File: src/rtl/branch_pkg.sv
// Shared branch/jump definitions: op encoding, branch condition codes and
// the link-register test used for return-address-stack hints.
package branch_pkg;

  typedef enum logic [1:0] {
    OP_BRANCH = 2'b00,
    OP_JAL    = 2'b01,
    OP_JALR   = 2'b10,
    OP_NONE   = 2'b11
  } op_e;

  localparam logic [2:0] F3_BEQ  = 3'b000;
  localparam logic [2:0] F3_BNE  = 3'b001;
  localparam logic [2:0] F3_BLT  = 3'b100;
  localparam logic [2:0] F3_BGE  = 3'b101;
  localparam logic [2:0] F3_BLTU = 3'b110;
  localparam logic [2:0] F3_BGEU = 3'b111;

  // x1 (ra) and x5 (t0) are the conventional link registers.
  function automatic logic is_link(input logic [4:0] r);
    return (r == 5'd1) || (r == 5'd5);
  endfunction

endpackage

File: src/rtl/branch_target_unit_if.sv
// Request/result bundle of the branch target unit. The master drives requests
// and consumes results; the slave (the unit) does the opposite.
interface branch_target_unit_if
  import branch_pkg::*;
#(
  parameter int XLEN = 32
);
  logic            in_valid;
  logic            in_ready;
  op_e             op;
  logic [2:0]      funct3;
  logic [XLEN-1:0] pc;
  logic [XLEN-1:0] imm;
  logic [XLEN-1:0] rs1;
  logic [XLEN-1:0] rs2;
  logic [4:0]      rd;
  logic [4:0]      rs1_addr;
  logic            flush;
  logic            out_valid;
  logic            out_ready;
  logic [XLEN-1:0] target;
  logic [XLEN-1:0] link;
  logic [XLEN-1:0] ras_pred;
  logic            taken;
  logic            misaligned;
  logic            ras_hit;

  modport master (
    output in_valid, op, funct3, pc, imm, rs1, rs2, rd, rs1_addr, flush, out_ready,
    input  in_ready, out_valid, target, link, ras_pred, taken, misaligned, ras_hit
  );

  modport slave (
    input  in_valid, op, funct3, pc, imm, rs1, rs2, rd, rs1_addr, flush, out_ready,
    output in_ready, out_valid, target, link, ras_pred, taken, misaligned, ras_hit
  );
endinterface

File: src/rtl/return_addr_stack.sv
// Circular return-address stack. ptr addresses the next free slot, so the top
// entry sits at ptr-1. Pushing when full overwrites the oldest entry (which is
// the slot at ptr); popping when empty is ignored. push together with pop on a
// non-empty stack replaces the top entry in place.
module return_addr_stack #(
  parameter int XLEN      = 32,
  parameter int RAS_DEPTH = 8
) (
  input  logic            clk,
  input  logic            rst,
  input  logic            push,
  input  logic            pop,
  input  logic [XLEN-1:0] din,
  output logic [XLEN-1:0] top,
  output logic            empty,
  output logic            full
);
  localparam int PW = $clog2(RAS_DEPTH);
  localparam logic [PW-1:0] PTR_ONE = 1;
  localparam logic [PW:0]   CNT_ONE = 1;
  localparam logic [PW:0]   DEPTH_C = RAS_DEPTH[PW:0];

  logic [XLEN-1:0] mem [RAS_DEPTH];
  logic [PW-1:0]   ptr;
  logic [PW-1:0]   top_idx;
  logic [PW:0]     cnt;

  assign top_idx = ptr - PTR_ONE;
  assign top     = mem[top_idx];
  assign empty   = (cnt == '0);
  assign full    = (cnt == DEPTH_C);

  // Stack storage, pointer and occupancy update.
  always_ff @(posedge clk or posedge rst) begin
    if (rst) begin
      ptr <= '0;
      cnt <= '0;
      for (int i = 0; i < RAS_DEPTH; i++) mem[i] <= '0;
    end else if (push && pop && !empty) begin
      mem[top_idx] <= din;
    end else if (push) begin
      mem[ptr] <= din;
      ptr      <= ptr + PTR_ONE;
      if (!full) cnt <= cnt + CNT_ONE;
    end else if (pop && !empty) begin
      ptr <= top_idx;
      cnt <= cnt - CNT_ONE;
    end
  end

endmodule

File: src/rtl/branch_target_unit.sv
// Branch target unit: resolves branch/jump targets and direction, produces
// the link address and checks return predictions against a return-address
// stack. One registered stage with a ready/valid result handshake.
// Build option: define C_EXT_EN for 2-byte instruction alignment (compressed
// ISA); otherwise targets must be 4-byte aligned.
module branch_target_unit
  import branch_pkg::*;
#(
  parameter int XLEN      = 32,
  parameter int RAS_DEPTH = 8
) (
  input logic                 clk,
  input logic                 rst,
  branch_target_unit_if.slave bus
);

  function automatic logic branch_cond(input logic [2:0] f3,
                                       input logic [XLEN-1:0] a,
                                       input logic [XLEN-1:0] b);
    logic signed [XLEN-1:0] sa;
    logic signed [XLEN-1:0] sb;
    sa = a;
    sb = b;
    case (f3)
      F3_BEQ:  return a == b;
      F3_BNE:  return a != b;
      F3_BLT:  return sa < sb;
      F3_BGE:  return sa >= sb;
      F3_BLTU: return a < b;
      F3_BGEU: return a >= b;
      default: return 1'b0;
    endcase
  endfunction

  function automatic logic misalign(input logic tk, input logic [XLEN-1:0] t);
`ifdef C_EXT_EN
    return tk && t[0];
`else
    return tk && t[1];
`endif
  endfunction

  logic            accept;
  logic            taken_c;
  logic [XLEN-1:0] target_c;
  logic [XLEN-1:0] sum_pc;
  logic [XLEN-1:0] sum_rs;
  logic            push_c;
  logic            pop_c;
  logic            hit_c;
  logic [XLEN-1:0] ras_top;
  logic            ras_empty;
  logic            ras_full_unused;

  logic            vld_p1;
  logic [XLEN-1:0] target_p1;
  logic [XLEN-1:0] link_p1;
  logic [XLEN-1:0] ras_pred_p1;
  logic            taken_p1;
  logic            misaligned_p1;
  logic            ras_hit_p1;

  assign bus.in_ready = !bus.flush && (!vld_p1 || bus.out_ready);
  assign accept       = bus.in_valid && bus.in_ready;

  // Target and direction resolution for the presented request.
  always_comb begin
    sum_pc   = bus.pc + bus.imm;
    sum_rs   = bus.rs1 + bus.imm;
    target_c = sum_pc;
    taken_c  = 1'b0;
    case (bus.op)
      OP_BRANCH: taken_c = branch_cond(bus.funct3, bus.rs1, bus.rs2);
      OP_JAL:    taken_c = 1'b1;
      OP_JALR: begin
        taken_c  = 1'b1;
        target_c = sum_rs & ~XLEN'(1);
      end
      default:   taken_c = 1'b0;
    endcase
  end

  // Return-stack hints: calls push, returns pop, call-through-link replaces.
  always_comb begin
    push_c = accept && (bus.op == OP_JAL || bus.op == OP_JALR) && is_link(bus.rd);
    pop_c  = accept && (bus.op == OP_JALR) && is_link(bus.rs1_addr) &&
             !(is_link(bus.rd) && (bus.rd == bus.rs1_addr));
    hit_c  = pop_c && !ras_empty && (ras_top == target_c);
  end

  return_addr_stack #(
    .XLEN      (XLEN),
    .RAS_DEPTH (RAS_DEPTH)
  ) u_ras (
    .clk   (clk),
    .rst   (rst),
    .push  (push_c),
    .pop   (pop_c),
    .din   (bus.pc + XLEN'(4)),
    .top   (ras_top),
    .empty (ras_empty),
    .full  (ras_full_unused)
  );

  // ---- stage p1: registered result, held while the consumer stalls ----
  always_ff @(posedge clk or posedge rst) begin
    if (rst) begin
      vld_p1        <= 1'b0;
      target_p1     <= '0;
      link_p1       <= '0;
      ras_pred_p1   <= '0;
      taken_p1      <= 1'b0;
      misaligned_p1 <= 1'b0;
      ras_hit_p1    <= 1'b0;
    end else if (bus.flush) begin
      vld_p1 <= 1'b0;
    end else if (accept) begin
      vld_p1        <= 1'b1;
      target_p1     <= target_c;
      link_p1       <= bus.pc + XLEN'(4);
      ras_pred_p1   <= ras_top;
      taken_p1      <= taken_c;
      misaligned_p1 <= misalign(taken_c, target_c);
      ras_hit_p1    <= hit_c;
    end else if (bus.out_ready) begin
      vld_p1 <= 1'b0;
    end
  end

  assign bus.out_valid  = vld_p1;
  assign bus.target     = target_p1;
  assign bus.link       = link_p1;
  assign bus.ras_pred   = ras_pred_p1;
  assign bus.taken      = taken_p1;
  assign bus.misaligned = misaligned_p1;
  assign bus.ras_hit    = ras_hit_p1;

endmodule

File: src/flat_wrapper.sv
// flat-port wrapper written by rule: the top's interface ports become plain ports
module branch_target_unit_flat import branch_pkg::*;
#(
  parameter int XLEN      = 32,
  parameter int RAS_DEPTH = 8
)
  (clk, rst, bus_in_valid, bus_op, bus_funct3, bus_pc, bus_imm, bus_rs1, bus_rs2, bus_rd, bus_rs1_addr, bus_flush, bus_out_ready, bus_in_ready, bus_out_valid, bus_target, bus_link, bus_ras_pred, bus_taken, bus_misaligned, bus_ras_hit);
  branch_target_unit_if #(.XLEN(XLEN)) bus_i ();
  input logic clk;
  input logic rst;
  input wire logic [$bits(bus_i.in_valid)-1:0] bus_in_valid;
  input wire logic [$bits(bus_i.op)-1:0] bus_op;
  input wire logic [$bits(bus_i.funct3)-1:0] bus_funct3;
  input wire logic [$bits(bus_i.pc)-1:0] bus_pc;
  input wire logic [$bits(bus_i.imm)-1:0] bus_imm;
  input wire logic [$bits(bus_i.rs1)-1:0] bus_rs1;
  input wire logic [$bits(bus_i.rs2)-1:0] bus_rs2;
  input wire logic [$bits(bus_i.rd)-1:0] bus_rd;
  input wire logic [$bits(bus_i.rs1_addr)-1:0] bus_rs1_addr;
  input wire logic [$bits(bus_i.flush)-1:0] bus_flush;
  input wire logic [$bits(bus_i.out_ready)-1:0] bus_out_ready;
  output wire logic [$bits(bus_i.in_ready)-1:0] bus_in_ready;
  output wire logic [$bits(bus_i.out_valid)-1:0] bus_out_valid;
  output wire logic [$bits(bus_i.target)-1:0] bus_target;
  output wire logic [$bits(bus_i.link)-1:0] bus_link;
  output wire logic [$bits(bus_i.ras_pred)-1:0] bus_ras_pred;
  output wire logic [$bits(bus_i.taken)-1:0] bus_taken;
  output wire logic [$bits(bus_i.misaligned)-1:0] bus_misaligned;
  output wire logic [$bits(bus_i.ras_hit)-1:0] bus_ras_hit;
  assign bus_i.in_valid = bus_in_valid;
  assign bus_i.op = bus_op;
  assign bus_i.funct3 = bus_funct3;
  assign bus_i.pc = bus_pc;
  assign bus_i.imm = bus_imm;
  assign bus_i.rs1 = bus_rs1;
  assign bus_i.rs2 = bus_rs2;
  assign bus_i.rd = bus_rd;
  assign bus_i.rs1_addr = bus_rs1_addr;
  assign bus_i.flush = bus_flush;
  assign bus_i.out_ready = bus_out_ready;
  assign bus_in_ready = bus_i.in_ready;
  assign bus_out_valid = bus_i.out_valid;
  assign bus_target = bus_i.target;
  assign bus_link = bus_i.link;
  assign bus_ras_pred = bus_i.ras_pred;
  assign bus_taken = bus_i.taken;
  assign bus_misaligned = bus_i.misaligned;
  assign bus_ras_hit = bus_i.ras_hit;
  branch_target_unit #(.XLEN(XLEN), .RAS_DEPTH(RAS_DEPTH)) u_core (.clk(clk), .rst(rst), .bus(bus_i));
endmodule
File: config.mk
export PLATFORM = sky130hd
export DESIGN_NAME = branch_target_unit_flat
export DESIGN_NICKNAME = d
export VERILOG_FILES = /design/src/rtl/branch_pkg.sv /design/src/rtl/branch_target_unit_if.sv /design/src/rtl/return_addr_stack.sv /design/src/rtl/branch_target_unit.sv /design/src/flat_wrapper.sv
export SDC_FILE = /design/constraint.sdc
export NUM_CORES = 1
export LEC_CHECK = 0
export CORE_UTILIZATION = 45
export DETAILED_ROUTE_END_ITERATION = 8
export PLACE_DENSITY_LB_ADDON = 0.05
export SLEW_MARGIN = 5
export SYNTH_ARGS = -nofsm -noshare
export SYNTH_HDL_FRONTEND = slang
export SYNTH_HIERARCHICAL = 1
export SYNTH_SLANG_ARGS = --single-unit
File: constraint.sdc
create_clock -name clk -period 20.8 [get_ports clk]
set_input_delay 2.08 -clock clk [delete_from_list [all_inputs] [get_ports clk]]
set_output_delay 2.08 -clock clk [all_outputs]
set_load 0.005 [all_outputs]
Yosys cells after proc, flatten, opt, wreduce, memory -nomap -nowiden --
Index checks and enable logic that the tools add are counted.
Word-level totals: bits in registers 363, bits in latches 0, bits in writable memories 0, ROM bits 0, bits of input ports 148, output and inout bits 101, word-level logic and storage cells 108, memories 0
Operators by class: add/sub/neg operators 7, $mul 0, div/mod/pow operators 0, order comparisons 8, equality and inequality tests 17, shifts and indexed selects 0, multiplexer cells 22, bitwise logic cells 4, reduce and logical (&&, ||, !) cells 33
Operators by type and width (number):
- $bwmux 256 | 2
- $mux 256 | 2
- $demux 32 s3 | 2
- $mux 32 | 5
- $bmux 32 s3 | 1
- $add 32x32->32 | 2
- $eq 32x32->1 | 2
- $ge 32x32->1 | 2
- $lt 32x32->1 | 2
- $add 32x3->32 const B | 1
- $ne 32x32->1 | 1
- $logic_and 1x1->1 | 15
- $eq 3x3->1 const B | 4
- $mux 4 | 3
- $eq 5x1->1 const B | 2
- $eq 5x3->1 const B | 2
- $ge 4x4->1 const B | 2
- $lt 4x1->1 const B | 2
- $not 3->4 | 2
- $mux 3 | 2
- $pmux 1 s6 | 1
- $eq 5x5->1 | 1
- $add 4x1->4 const B | 1
- $eq 4x4->1 const B | 1
- 20 further kinds | 31

Logic depth before layout (Yosys ltp) --
Gate-level depths: netlist (run 1).
word-level depth 11, depth in mapped cells 21, depth with buffers taken out 15

Cells and area by module --
Netlist (run 1), hierarchy kept.
Modules (own cells, without submodules):
- return_addr_stack | times used 1, cells each 745, area an instance 12430.7 um^2, seq. area each 6581.3 um^2
- branch_target_unit | times used 1, cells each 1289, area an instance 10641.5 um^2, seq. area each 2502.4 um^2

Worst setup path before layout (run 1) --
No wires, ideal clock.
kind register to register, start register u_core.u_ras.ptr[0], end register u_core.ras_hit_p1 (netlist: u_core/bus.ras_hit), library setup time 0.066 ns, data arrival time 5.258 ns, data required time 20.734 ns, setup slack 15.476 ns, cell stages (with the launch flop) 22, buffers on the path 6, period minus slack after synthesis 5.324 ns, cell sequence dfrtp_1 > buf_2 > buf_2 > buf_2 > inv_1 > ha_1 > clkbuf_1 > clkbuf_1 > buf_1 > mux4_2 > mux2_2 > xnor2_1 > a311oi_1 > a21oi_1 > or4_1 > nor3_1 > o2111ai_1 > or4b_1 > a2111o_1 > nor4_1 > nand4_1 > nand2_1
Between the ends: cells in the longest elaborated chain, start to end 7
Ends and longest elaborated chain:
- start: declaration | RTL line return_addr_stack.sv:24 | logic [PW-1:0] ptr;
- start signal: assignment | RTL line return_addr_stack.sv:43 | ptr <= ptr + PTR_ONE;
- start signal: assignment | RTL line return_addr_stack.sv:46 | ptr <= top_idx;
- $sub 3x1->3 | RTL line return_addr_stack.sv:28 | assign top_idx = ptr - PTR_ONE;
- net u_core.u_ras.top_idx[0] | RTL line return_addr_stack.sv:25 | logic [PW-1:0] top_idx;
- $not 3->4 (implied by the code) | RTL line return_addr_stack.sv:29 | assign top = mem[top_idx];
- $bmux 32 s3 | RTL line return_addr_stack.sv:29
- $mux 32 (implied by the code) (2 in series) | RTL line return_addr_stack.sv:29
- net u_core.ras_top[27] | RTL line branch_target_unit.sv:51 | logic [XLEN-1:0] ras_top;
- $eq 32x32->1 | RTL line branch_target_unit.sv:88 | hit_c = pop_c && !ras_empty && (ras_top == target_c);
- $logic_and 1x1->1 | RTL line branch_target_unit.sv:88
- end signal: assignment | RTL line branch_target_unit.sv:124 | ras_hit_p1 <= hit_c;
- end: declaration | RTL line branch_target_unit.sv:61 | logic ras_hit_p1;
The timed path passes the listed nets, and every way through them passes these cells. The select of a mux whose other input is x is not followed. A chain may end at the register's enable or synchronous reset.

Worst setup path after layout (run 1) --
start input port bus_pc[0], end register u_core.ras_hit_p1 (netlist: u_core/bus.ras_hit)
Between the ends: cells in the longest elaborated chain, start to end 4
Ends and longest elaborated chain:
- start: declaration | RTL line flat_wrapper.sv:14 | input wire logic [$bits(bus_i.pc)-1:0] bus_pc;
- $add 32x32->32 | RTL line branch_target_unit.sv:68 | sum_pc = bus.pc + bus.imm;
- $mux 32 | RTL line branch_target_unit.sv:72 | case (bus.op)
- $eq 32x32->1 | RTL line branch_target_unit.sv:88
- $logic_and 1x1->1 | RTL line branch_target_unit.sv:88
No other way between the ends.

==> results.json, run 1 <==
{
  "outcome": "finished clean",
  "arrival_ns": 6.80,
  "max_cap_violations": 0,
  "grt_max_degree": 145,
  "io_pins": 249,
  "drt-initial-drc-count": 1436,
  "fin_area_um2": 27300,
  "postSynthAreaPerCell_um2": 11.3,
  "p_per_area_nw_per_um2": 81.2,
  "layout_commonest_cell": "dfrtp_1",
  "setup.worst_path.start_class": "input pin",
  "ant_nets": 0,
  "worst_setup_path_end_kind": "flop",
  "clock_path_buffers": 3,
  "total_power_mw": 2.21,
  "criticalPathCategory": "in -> reg",
  "vias_per_cell": 5.99,
  "synth_area_um2": 23100,
  "slowest_delay_ns": 0.74,
  "area_delta_synth_final_pct": 18.2,
  "yosys_warnings": 6,
  "clk_latency_ns": 0.59,
  "rsz0062_at_grt": "false",
  "drc": 0,
  "pre_cts_slack_ns": 14.05,
  "wl_per_cell_um": 24.8,
  "drv_slew": 0,
  "multiInputGateArea_um2": 13100,
  "critical_path.cell_chain": "clkdlybuf4s50_1 -> ha_1 -> fa_1 -> a21o_1 -> a21o_1 -> a2111oi_0 -> o211ai_1 -> and3_1 -> nor3_1 -> o21ai_0 -> mux4_2 -> nor4_1 -> nand4_1 -> nand2_1",
  "finalSetupTns_ns": 0,
  "die_y_um": 228,
  "fillers": 4436,
  "cp_common_cell": "a21o_1",
  "dpl.hpwl_mm": 53.4,
  "netlist_instances": 2033,
  "cts_setup_buffers": 0,
  "grt.total_usage": 0.276,
  "grt_pass1_vias": 17619,
  "cp_slowest_cell": "a2111oi_0",
  "vdd_ir_drop_max_mv": 0.0588,
  "firstDrtPassIters": 5,
  "io_buffers": 248,
  "nNetsFinal": 2483,
  "die_area_um2": 52200,
  "worstPathMaxFanout": 10,
  "antenna_found_initial": 2,
  "fin_skew_ns": 0.0365,
  "vias": 17575,
  "cts_resized": 0,
  "worst_pin_slew_ns": 1.27,
  "cts-buffers-inserted": 42,
  "slew_headroom": 0.145,
  "grt.overflow.total": 0,
  "timing.hold.ws_ns": 0.476,
  "clk_pin_slew_ns": 0.06,
  "synth_nets": 2285,
  "die_w_um": 228,
  "start_util": 0.458,
  "grt_pass1_wl_mm": 110,
  "p_leak_nw": 12.4,
  "setup_slack_ns": 14.51,
  "clock_sinks": 363,
  "fp-row-count": 82,
  "drive_above_1_share": 0.239,
  "final-setup-viol-count": 0,
  "antenna_cells_inserted": 0,
  "hold_viol": 0,
  "holdBufCountCts": 0,
  "seq_area_um2": 9090,
  "gp_congestion": 0.957,
  "critPathRequiredTime_ns": 21.31,
  "timing.final.crit_period_ns": 6.29,
  "routed_wl_mm": 72.6,
  "fmax_mhz": 159,
  "dpl_cell_area_um2": 25900,
  "core-area_um2": 50400,
  "hold_path.class": "reg -> reg",
  "htreeDepth": 2,
  "root_buffer": "clkbuf_16",
  "cts_tree": "done",
  "post-route-period-util": 0.302,
  "layout_common_cells": "362 x dfrtp_1, 305 x mux2_2, 248 x clkdlybuf4s50_1"
}
[sequential cells by signal, indices dropped and copies added (netlist names)]
name	count
u_core/u_ras/cnt	4
u_core/bus.misaligned	1
u_core/bus.taken	1
u_core/bus.ras_pred	32
u_core/bus.ras_hit	1
u_core/bus.target	32
u_core/u_ras/mem	256
u_core/bus.link	32
u_core/bus.out_valid	1
u_core/u_ras/ptr	3
[final timing paths]
kind,startpoint,endpoint,slack (ns),cells past startpoint
max reg2reg,u_core/u_ras/ptr[0],u_core/bus.ras_hit,14.66,15
max,bus_pc[0],u_core/bus.ras_hit,14.51,14
min reg2reg,u_core/bus.ras_pred[25],u_core/bus.ras_pred[25],0.48,2
min in group asynchronous,rst,u_core/bus.link[9],2.08,2
min,u_core/bus.ras_pred[25],u_core/bus.ras_pred[25],0.48,2
max in group asynchronous,rst,u_core/u_ras/mem[220],17.33,3
[per-layer routing]
metal | vias up | GRT usage | share of wire
met5 | - | 0 | 0
met4 | 0 | 0.0675 | 0.020
met3 | 81 | 0.0420 | 0.053
met2 | 498 | 0.448 | 0.47
met1 | 9055 | 0.387 | 0.45
li1 | 7941 | - | -
[through the flow]
step                      instances   util
after floorplan                2033      -
after global placement         2859  0.515
after detailed placement       2859  0.515
after CTS                      2932  0.541
after global routing           2932  0.541
final                          2932  0.541
[power breakdown]
part           internal (mW)  total, mW  switching (mW)
sequential             0.764      0.828          0.0642
combinational          0.309      0.667           0.358
clock                  0.411      0.719           0.308
[worst max-delay path, delay by kind of cell]
| family | cells | cell delay [ns] |
|---|---|---|
| buffers and inverters | 1 | 0.72 |
| adder cells (fa/ha/maj) | 2 | 0.83 |
| multiplexers | 1 | 0.47 |
| AND/OR/NAND/NOR | 5 | 1.01 |
| AO/OA/AOI/OAI | 5 | 1.69 |
[layout make-up]
class                      instances  area share
clock inverter                    13     0.00546
inverter                          69     0.00986
tap                              672      0.0308
multi-input combinational       1488       0.481
sequential                       363       0.333
clock buffer                      60      0.0432
timing repair buffer             267      0.0967
Note: power is estimated with default switching activity, not from simulation.
==> run 2, diff against run 1 <==
- clock period: 20.8 -> 5.4 ns (I/O delays scaled with it)
==> run 2 against run 1 <==
  * Critical path depth grew 1
  * Design area grew 1.2%
  * Sequential share of layout area shrank 0.40 points
  * Sequential power grew to 3.8 times the previous value
  * Via count grew 0.66%
  * Wire length grew 1.0%
  * Combinational power grew to 4.0 times the previous value
  * Setup slack lost 14 ns
  * First-iteration DRC count shrank 18%
  * Register-to-register slack lost 14 ns
  * Critical endpoint unchanged
  * Largest cell class unchanged
==> results.json, run 2 (same netlist as run 1, synthesis figures left out) <==
{
  "gp_congestion": 0.964,
  "vias_per_cell": 5.97,
  "dpl.hpwl_mm": 54.3,
  "layout_common_cells": "362 x dfrtp_1, 305 x mux2_2, 248 x clkdlybuf4s50_1",
  "fillers": 4394,
  "max_cap_violations": 0,
  "core-area_um2": 50400,
  "reg2reg_slack_ns": 0.74,
  "die_w_um": 228,
  "slew_headroom": 0.0841,
  "fin_skew_ns": 0.0435,
  "arrival_ns": 5.19,
  "rsz0062_at_grt": "false",
  "dp.cells": 2883,
  "r2r_end": "u_core/bus.ras_hit",
  "worstPathMaxFanout": 21,
  "cts_setup_buffers": 0,
  "highest_layer": "met4",
  "r2r-start": "u_core/u_ras/ptr[0]",
  "cts_tree": "done",
  "met2RoutedLength_mm": 34.5,
  "cts-buffers-inserted": 42,
  "timing.final.crit_period_ns": 4.66,
  "routed_wl_mm": 73.3,
  "critPathTopFamily": "simple AND/OR/NAND/NOR gates",
  "p_per_area_nw_per_um2": 316,
  "finalSetupTns_ns": 0,
  "final-setup-viol-count": 0,
  "setup.worst_path.start_class": "flop",
  "io_pins": 249,
  "criticalPathCategory": "reg -> reg",
  "clock_path_buffers": 3,
  "drv_slew": 0,
  "grt_pass1_wl_mm": 112,
  "worst_pin_slew_ns": 1.36,
  "cp.buffers_inverters": 2,
  "holdBufCountCts": 0,
  "firstDrtPassIters": 5,
  "drc": 0,
  "clk_latency_ns": 0.59,
  "largest_reg_flops": 256,
  "cp_slowest_cell": "dfrtp_4",
  "hold_start": "u_core/bus.target[30]",
  "drive_above_1_share": 0.249,
  "fmax_mhz": 215,
  "layout_commonest_cell": "dfrtp_1",
  "clock_sinks": 363,
  "drt-initial-drc-count": 1184,
  "min_path_cells": 2,
  "grt.overflow.total": 0,
  "root_buffer": "clkbuf_16",
  "die_area_um2": 52200,
  "grt_pass1_vias": 18043,
  "post-route-period-util": 0.863,
  "area_delta_synth_final_pct": 19.7,
  "p_leak_nw": 12.5,
  "vdd_ir_drop_max_mv": 0.383,
  "hold_viol": 0,
  "cts_resized": 0,
  "largest-register": "u_core/u_ras/mem",
  "dpl_cell_area_um2": 26100,
  "wl_met3_mm": 4.11,
  "outcome": "finished clean",
  "grt.total_usage": 0.281,
  "io_buffers": 248,
  "instances_no_fill": 2961,
  "holdPathEnd": "u_core/bus.target[30]",
  "start_util": 0.458,
  "rr_worst_depth": 15,
  "ant_nets": 0,
  "htreeDepth": 2,
  "fin_area_um2": 27600,
  "clk_pin_slew_ns": 0.06,
  "die_y_um": 228,
  "worst_setup_path_end_kind": "flop",
  "nNetsFinal": 2507,
  "hold_path.class": "reg -> reg",
  "slowest_delay_ns": 0.62,
  "critical_path.cell_chain": "inv_1 -> ha_2 -> buf_4 -> mux4_2 -> mux2_2 -> a311oi_1 -> a21oi_1 -> or4_1 -> nor3_1 -> o2111ai_1 -> or4b_1 -> a2111o_1 -> nor4_1 -> nand4_1 -> nand2_1",
  "antenna_found_initial": 1,
  "fp-row-count": 82,
  "critPathRequiredTime_ns": 5.93,
  "wl_met1_mm": 33.0,
  "grt_max_degree": 111,
  "wl_per_cell_um": 24.8,
  "vias": 17691
}
## run 2: cell types whose count changed in the layout (fill, tap and decap cells not counted), moves of 2 or more
| cell | before | now |
|---|---|---|
| buf_4 | 18 | 40 |
| clkinv_2 | 8 | 2 |
| clkbuf_8 | 6 | 10 |
| clkbuf_1 | 12 | 9 |
| clkinv_4 | 0 | 3 |
| clkinvlp_4 | 0 | 3 |
| diode_2 | 0 | 3 |
| buf_12 | 1 | 3 |
| bufinv_16 | 1 | 3 |
| inv_16 | 2 | 0 |
## run 2: cell type report
| class | instances | area (um2) | share of cell area |
|---|---|---|---|
| Clock inverter | 14 | 226 | 0.00820 |
| Antenna cell | 3 | 7.51 | 0.000272 |
| Multi-Input combinational cell | 1488 | 13100 | 0.475 |
| Clock buffer | 61 | 1220 | 0.0443 |
| Tap cell | 672 | 841 | 0.0305 |
| Timing Repair Buffer | 291 | 2840 | 0.103 |
| Sequential cell | 363 | 9090 | 0.329 |
| Inverter | 69 | 265 | 0.00961 |
## run 2: worst max-delay path by stage
stage                             start                  to  slack, ns  depth (start not counted)
floorplan           u_core/u_ras/ptr[0]  u_core/bus.ras_hit       0.08                         21
global placement              bus_pc[0]  u_core/bus.ras_hit       0.41                         15
detailed placement            bus_pc[0]  u_core/bus.ras_hit       0.41                         15
CTS                 u_core/u_ras/ptr[0]  u_core/bus.ras_hit       0.74                         15
global route        u_core/u_ras/ptr[0]  u_core/bus.ras_hit       0.45                         15
finish              u_core/u_ras/ptr[0]  u_core/bus.ras_hit       0.74                         15
## run 2: metal layers
metal | GRT usage | vias up
li1 | - | 7983
met1 | 0.392 | 9095
met5 | 0 | -
met4 | 0.0757 | 0
met3 | 0.0440 | 98
met2 | 0.454 | 515
## run 2: report_power, final
part           total, mW  switching, mW  internal [mW]
clock network       2.94           1.20           1.74
registers           3.13          0.190           2.94
logic               2.66           1.44           1.21
## run 2: metrics by stage
step | total power, mW | setup WS, ns | hold WS (ns) | utilization
final | 8.73 | 0.741 | 0.475 | 0.548
after detailed placement | 5.82 | 0.410 | 0.472 | 0.519
after global routing | 9.13 | 0.449 | 0.503 | 0.548
after global placement | 5.80 | 0.407 | 0.462 | 0.519
after CTS | 8.81 | 0.736 | 0.486 | 0.548
after floorplan | 4.78 | 0.0759 | 0.453 | -
## run 2: worst reg2reg max path, cell delays in order, from the launching register on
cell and delay, ns:
dfrtp_4 0.62, inv_1 0.09, ha_2 0.38, buf_4 0.34, mux4_2 0.36, mux2_2 0.31, a311oi_1 0.21, a21oi_1 0.06
or4_1 0.40, nor3_1 0.30, o2111ai_1 0.19, or4b_1 0.51, a2111o_1 0.33, nor4_1 0.30, nand4_1 0.12, nand2_1 0.08
